==> src/rtl/dmem_arb_pkg.sv <==
// Shared types and default sizes for the data-memory arbiter.
// Optional build macro used by the arbiter: DMEM_ARB_STARVE_EN.
package dmem_arb_pkg;

   localparam int ADDR_W_DEF       = 32;
   localparam int DATA_W_DEF       = 32;
   localparam int LEN_W_DEF        = 8;
   localparam int STARVE_LIMIT_DEF = 4;
   localparam int BEAT_BYTES       = 4;

   typedef enum logic {
      ST_IDLE  = 1'b0,
      ST_BURST = 1'b1
   } arb_state_t;

endpackage

==> src/rtl/dmem_burst_agu.sv <==
// Burst address generator: holds the word-aligned base, the beat count and
// the current beat index, and flags the final beat of a burst.
module dmem_burst_agu
   import dmem_arb_pkg::*;
#(
   parameter int ADDR_W = ADDR_W_DEF,
   parameter int LEN_W  = LEN_W_DEF
) (
   input  logic              clk,
   input  logic              reset,
   input  logic              load,
   input  logic [ADDR_W-1:0] load_addr,
   input  logic [LEN_W-1:0]  load_len,
   input  logic              step,
   output logic [ADDR_W-1:0] beat_addr,
   output logic              last_beat
);

   localparam logic [ADDR_W-1:0] ALIGN_MASK = ~(ADDR_W'(BEAT_BYTES) - ADDR_W'(1));
   localparam logic [LEN_W-1:0]  ONE_BEAT   = {{(LEN_W-1){1'b0}}, 1'b1};

   logic [ADDR_W-1:0] base_r;
   logic [LEN_W-1:0]  len_r;
   logic [LEN_W-1:0]  beat_r;

   // Capture burst parameters on acceptance; advance the beat index per executed beat.
   always_ff @(posedge clk) begin
      if (reset) begin
         base_r <= '0;
         len_r  <= '0;
         beat_r <= '0;
      end else if (load) begin
         base_r <= load_addr & ALIGN_MASK;
         len_r  <= (load_len == '0) ? ONE_BEAT : load_len;
         beat_r <= '0;
      end else if (step) begin
         beat_r <= beat_r + ONE_BEAT;
      end else begin
         beat_r <= beat_r;
      end
   end

   // Address wraps modulo 2^ADDR_W by plain truncation of the sum.
   assign beat_addr = base_r + (ADDR_W'(beat_r) * ADDR_W'(BEAT_BYTES));

   // Compare one bit wider so a full-length burst cannot alias on overflow.
   assign last_beat = ({1'b0, beat_r} + {{LEN_W{1'b0}}, 1'b1}) == {1'b0, len_r};

endmodule

==> src/rtl/dmem_arbiter.sv <==
// Data-memory arbiter between the CPU MEM stage (zero-latency, priority) and
// a burst DMA master that uses the cycles the CPU leaves free.
// Optional build macro: DMEM_ARB_STARVE_EN (forces a DMA beat after
// STARVE_LIMIT consecutive lost beats, stalling the CPU for that cycle).
module dmem_arbiter
   import dmem_arb_pkg::*;
#(
   parameter int ADDR_W = ADDR_W_DEF,
   parameter int DATA_W = DATA_W_DEF,
   parameter int LEN_W  = LEN_W_DEF
`ifdef DMEM_ARB_STARVE_EN
   ,parameter int STARVE_LIMIT = STARVE_LIMIT_DEF
`endif
) (
   input  logic              clk,
   input  logic              reset,
   input  logic              cpu_req,
   input  logic              cpu_we,
   input  logic [ADDR_W-1:0] cpu_addr,
   input  logic [DATA_W-1:0] cpu_wdata,
   output logic [DATA_W-1:0] cpu_rdata,
   output logic              cpu_stall,
   input  logic              dma_req,
   input  logic              dma_we,
   input  logic [ADDR_W-1:0] dma_addr,
   input  logic [LEN_W-1:0]  dma_len,
   output logic              dma_ack,
   output logic              dma_wready,
   input  logic [DATA_W-1:0] dma_wdata,
   output logic              dma_rvalid,
   output logic [DATA_W-1:0] dma_rdata,
   output logic              dma_done,
   output logic              busy,
   output logic              mem_read,
   output logic              mem_write,
   output logic [ADDR_W-1:0] mem_addr,
   output logic [DATA_W-1:0] mem_wdata,
   input  logic [DATA_W-1:0] mem_rdata
);

   arb_state_t        state_r;
   arb_state_t        state_nxt_s;
   logic              ack_s;
   logic              load_s;
   logic              we_r;
   logic              force_s;
   logic              grant_d_s;
   logic [ADDR_W-1:0] beat_addr_s;
   logic              last_beat_s;
   logic              rvalid_r;
   logic [DATA_W-1:0] rdata_r;
   logic              done_r;

   assign grant_d_s = (state_r == ST_BURST) && (!cpu_req || force_s);

   dmem_burst_agu #(
      .ADDR_W (ADDR_W),
      .LEN_W  (LEN_W)
   ) u_agu (
      .clk       (clk),
      .reset     (reset),
      .load      (load_s),
      .load_addr (dma_addr),
      .load_len  (dma_len),
      .step      (grant_d_s),
      .beat_addr (beat_addr_s),
      .last_beat (last_beat_s)
   );

   // FSM state register.
   always_ff @(posedge clk) begin
      if (reset) begin
         state_r <= ST_IDLE;
      end else begin
         state_r <= state_nxt_s;
      end
   end

   // Next state and burst acceptance; acceptance ignores cpu_req.
   always_comb begin
      state_nxt_s = state_r;
      ack_s       = 1'b0;
      load_s      = 1'b0;
      case (state_r)
         ST_IDLE: begin
            if (dma_req && !reset) begin
               ack_s       = 1'b1;
               load_s      = 1'b1;
               state_nxt_s = ST_BURST;
            end else begin
               state_nxt_s = ST_IDLE;
            end
         end
         ST_BURST: begin
            if (grant_d_s && last_beat_s) begin
               state_nxt_s = ST_IDLE;
            end else begin
               state_nxt_s = ST_BURST;
            end
         end
         default: begin
            state_nxt_s = ST_IDLE;
         end
      endcase
   end

   // Burst direction captured at acceptance.
   always_ff @(posedge clk) begin
      if (reset) begin
         we_r <= 1'b0;
      end else if (load_s) begin
         we_r <= dma_we;
      end else begin
         we_r <= we_r;
      end
   end

   // Memory port mux: granted DMA beat first, then the CPU, else quiet bus.
   always_comb begin
      mem_read  = 1'b0;
      mem_write = 1'b0;
      mem_addr  = '0;
      mem_wdata = '0;
      cpu_rdata = '0;
      if (grant_d_s) begin
         mem_read  = !we_r;
         mem_write = we_r;
         mem_addr  = beat_addr_s;
         mem_wdata = dma_wdata;
      end else if (cpu_req) begin
         mem_read  = !cpu_we;
         mem_write = cpu_we;
         mem_addr  = cpu_addr;
         mem_wdata = cpu_wdata;
         if (!cpu_we) begin
            cpu_rdata = mem_rdata;
         end else begin
            cpu_rdata = '0;
         end
      end else begin
         mem_read  = 1'b0;
         mem_write = 1'b0;
      end
   end

   // Read beat register plus end-of-burst pulse, both one cycle after the beat.
   always_ff @(posedge clk) begin
      if (reset) begin
         rvalid_r <= 1'b0;
         rdata_r  <= '0;
         done_r   <= 1'b0;
      end else begin
         rvalid_r <= grant_d_s && !we_r;
         done_r   <= grant_d_s && last_beat_s;
         if (grant_d_s && !we_r) begin
            rdata_r <= mem_rdata;
         end else begin
            rdata_r <= rdata_r;
         end
      end
   end

`ifdef DMEM_ARB_STARVE_EN
   localparam int SC_W = $clog2(STARVE_LIMIT + 1);
   logic [SC_W-1:0] starve_r;

   // Count consecutive BURST cycles lost to the CPU; any DMA beat clears it.
   always_ff @(posedge clk) begin
      if (reset) begin
         starve_r <= '0;
      end else if (grant_d_s) begin
         starve_r <= '0;
      end else if ((state_r == ST_BURST) && cpu_req) begin
         starve_r <= starve_r + {{(SC_W-1){1'b0}}, 1'b1};
      end else begin
         starve_r <= starve_r;
      end
   end

   assign force_s   = (state_r == ST_BURST) && (starve_r == SC_W'(STARVE_LIMIT));
   assign cpu_stall = cpu_req && grant_d_s;
`else
   assign force_s   = 1'b0;
   assign cpu_stall = 1'b0;
`endif

   assign dma_ack    = ack_s;
   assign dma_wready = grant_d_s && we_r;
   assign dma_rvalid = rvalid_r;
   assign dma_rdata  = rdata_r;
   assign dma_done   = done_r;
   assign busy       = (state_r == ST_BURST);

endmodule

==> config.mk <==
export PLATFORM = sky130hd
export DESIGN_NAME = dmem_arbiter
export DESIGN_NICKNAME = d
export VERILOG_FILES = /design/src/rtl/dmem_arb_pkg.sv /design/src/rtl/dmem_burst_agu.sv /design/src/rtl/dmem_arbiter.sv
export SDC_FILE = /design/constraint.sdc
export NUM_CORES = 1
export LEC_CHECK = 0
export BUFFER_PORTS_ARGS = -buffer_cell sky130_fd_sc_hd__buf_4
export CAP_MARGIN = 25
export CORE_AREA = 3 3 120 122
export DETAILED_ROUTE_END_ITERATION = 10
export DIE_AREA = 0 0 123 125
export PLACE_DENSITY = 0.73
export SLEW_MARGIN = 20
export SYNTH_ARGS = -nofsm -noshare
export SYNTH_HDL_FRONTEND = slang
export SYNTH_SLANG_ARGS = --single-unit
==> constraint.sdc <==
create_clock -name clk -period 3.6 [get_ports clk]
set_input_delay 0.18 -clock clk [delete_from_list [all_inputs] [get_ports clk]]
set_output_delay 0.18 -clock clk [all_outputs]
set_load 0.03 [all_outputs]
==> flow_summary.json <==
{
  "drtPass1Iterations": 5,
  "synth-xor-area-share_pct": 3.81,
  "cp-startpoint": "u_agu.beat_r[0]",
  "yosys_warnings": 0,
  "cap_violations": 0,
  "cp.arrival_ps": 3040,
  "end_kind": "primary output",
  "synth_compound_area_share_pct": 25.2,
  "finalCritPeriodShare_pct": 89.5,
  "synthCells": 677,
  "grt_pass1_wl_mm": 29.0,
  "hold_depth": 3,
  "clock_skew_ps": 6.55,
  "cts.sinks": 82,
  "cts-buffers-inserted": 9,
  "synth_fp_nets": 861,
  "cts.htree.levels": 3,
  "final_cell_mix": "314 x buf_4, 144 x nand2_1, 82 x dfxtp_1, 52 x o21ai_0, 41 x a21oi_1",
  "placed_area_um2": 7460,
  "cts.reportedPaths.clkPinSlew_ps": 60,
  "synth_top_family_by_area": "simple AND/OR/NAND/NOR gates",
  "io_pins": 310,
  "nets": 1136,
  "dpl.hpwl_mm": 14.8,
  "synthToLayoutAreaGrowth_pct": 53.1,
  "totalWireLength_mm": 19.3,
  "drc_errors": 0,
  "final_common_cell": "buf_4",
  "numPortBuffers": 306,
  "slowest_stage": "a2111oi_4",
  "antenna_cells": 0,
  "layout.area.seq_um2": 1640,
  "peakVddDrop_v": 0.000220,
  "first_iter_violations": 451,
  "power.density_nw_per_um2": 341,
  "cts_resized": 0,
  "critPathKind": "reg2out",
  "synth_simple_gate_area_share_pct": 31.3,
  "synth_cell_types": 54,
  "netlist_area_um2": 5060,
  "fin_ws_ps": 379,
  "synth_top_area_share_pct": 32.4,
  "rows": 42,
  "synth_seq_cells": 82,
  "fin_area_um2": 7750,
  "dieArea_um2": 15400,
  "clockBufferDepth": 2,
  "worst_ep_required_time_ps": 3420,
  "tightestPinTransition_ps": 858,
  "synth_area_leaders": "dfxtp_1 32%, nand2_1 11%, a22o_1 6.1%",
  "yosys.area.top_type": "dfxtp_1",
  "start_util_pct": 38.1,
  "synth_fa_ha_area_share_pct": 2.62,
  "r2r-start": "busy",
  "final.setup.tns_ps": 0,
  "grt_max_degree": 77,
  "avgSynthCellArea_um2": 7.48,
  "synthMuxAreaShare_pct": 0,
  "crit_fanout": 8,
  "slew_headroom_pct": 42.7,
  "final_hold_viol_count": 0,
  "dpl_worst_slack_ps": 774,
  "coreArea_um2": 13300,
  "period_minus_slack_ps": 3220,
  "globalplace.congestion": 0.872,
  "maxSlewViolCount": 0,
  "ant_nets": 0,
  "startpoint_type": "flop",
  "hp-class": "in2reg",
  "die_h_um": 125,
  "clock_latency_ps": 340,
  "hold_path.startpoint": "dma_addr[17]",
  "drive_gt1_share_pct": 35.6,
  "stdcell_count": 1133,
  "dieWidth_um": 123,
  "via_per_inst": 5.21,
  "gr-usage-all-layers_pct": 23.7,
  "cts_tree": "yes",
  "holdBufCountCts": 0,
  "leakagePower_nw": 3.39,
  "routedWlPerCell_um": 17.0,
  "cts_root_buffer": "clkbuf_16",
  "hold_ws_ps": 33.0,
  "grt_setup_unrepaired": "false",
  "grt_overflow_total": 0,
  "max_freq_ghz": 0.310,
  "cpPeakStageDelay_ps": 560,
  "async_flop_share_pct": 0,
  "multi_input_area_um2": 3210,
  "run_status": "finished clean",
  "ys.flop_type": "dfxtp_1",
  "antenna_found_initial": 0,
  "r2r_cells": 5,
  "dp_cells": 1117,
  "crit_chain": "ha_1, fa_1, a21o_1, a221oi_2, buf_4, a2111oi_4, or4b_1, o211ai_1, buf_4",
  "synth_edf_count": 0,
  "yosysSeqAreaShare_pct": 32.4,
  "grt_pass1_vias": 5372,
  "crit_top_cell": "buf_4",
  "nFillCells": 1276,
  "vias": 5900,
  "post_cts_buffers": 0,
  "finalSetupViolCount": 0
}
==> where the power goes <==
| group | total (mW) | switching [mW] | internal (mW) |
|---|---|---|---|
| Sequential | 1.01 | 0.0496 | 0.956 |
| Combinational | 0.721 | 0.399 | 0.322 |
| Clock | 0.913 | 0.375 | 0.538 |
| Total | 2.64 | 0.824 | 1.82 |
==> cells in the mapped netlist, drive strengths merged (4+ instances only) <==
library cell,number
or2,4
nand2b,37
nand4,8
or3,6
buf,7
nand2,145
nor3,13
nor2,22
nor2b,7
and4,4
o31ai,4
a22o,35
clkbuf,44
o21ai,52
nand3,19
xnor2,11
nor4,4
a32oi,14
and2,38
o211ai,17
xor2,11
dfxtp,82
ha,9
a21oi,41
==> cells by family after synthesis <==
group           after synthesis
other cells                   1
compound gates              187
xor+xnor                     22
fa+ha+maj                    10
buf+inv                      54
simple gates                321
flops                        82
==> worst paths after layout <==
check,to,slack [ps]
max,mem_addr[30],380
min,u_agu.base_r[17],30
max reg2reg,u_agu.len_r[0],1690
min reg2reg,dma_rdata[14],450
==> flip-flops by register name, indices dropped and copies added, names as in the netlist <==
signal / count
u_agu.len_r: 8
dma_rdata: 32
dma_rvalid: 1
busy: 1
dma_done: 1
we_r: 1
u_agu.base_r: 30
u_agu.beat_r: 8
==> stage by stage <==
step,total power [mW],util (%)
floorplan,1.40,-
global placement,1.74,56.1
detailed placement,1.75,56.1
CTS,2.67,58.3
global route,2.75,58.3
finish,2.64,58.3
==> layout make-up <==
| cell class | instances | share of cell area [%] |
|---|---|---|
| Clock inverter | 6 | 0.839 |
| Timing Repair Buffer | 315 | 30.7 |
| Multi-Input combinational cell | 541 | 41.4 |
| Sequential cell | 82 | 21.2 |
| Tap cell | 176 | 2.84 |
| Inverter | 3 | 0.145 |
| Clock buffer | 10 | 2.95 |
==> critical path: cells and delay by family (launching register included) <==
family / cells / cell delay [ps]
fa+ha+maj: 2 / 490
compound gates: 4 / 900
flops: 1 / 470
buf+inv: 2 / 360
simple gates: 1 / 480
==> routing by layer <==
metal	part of all wire, %	GRT usage (%)
met1	41	30.5
met2	47	38.1
met3	9.8	6.46
met4	2.3	8.60
met5	0	0
(Power assumes the default switching activity.)
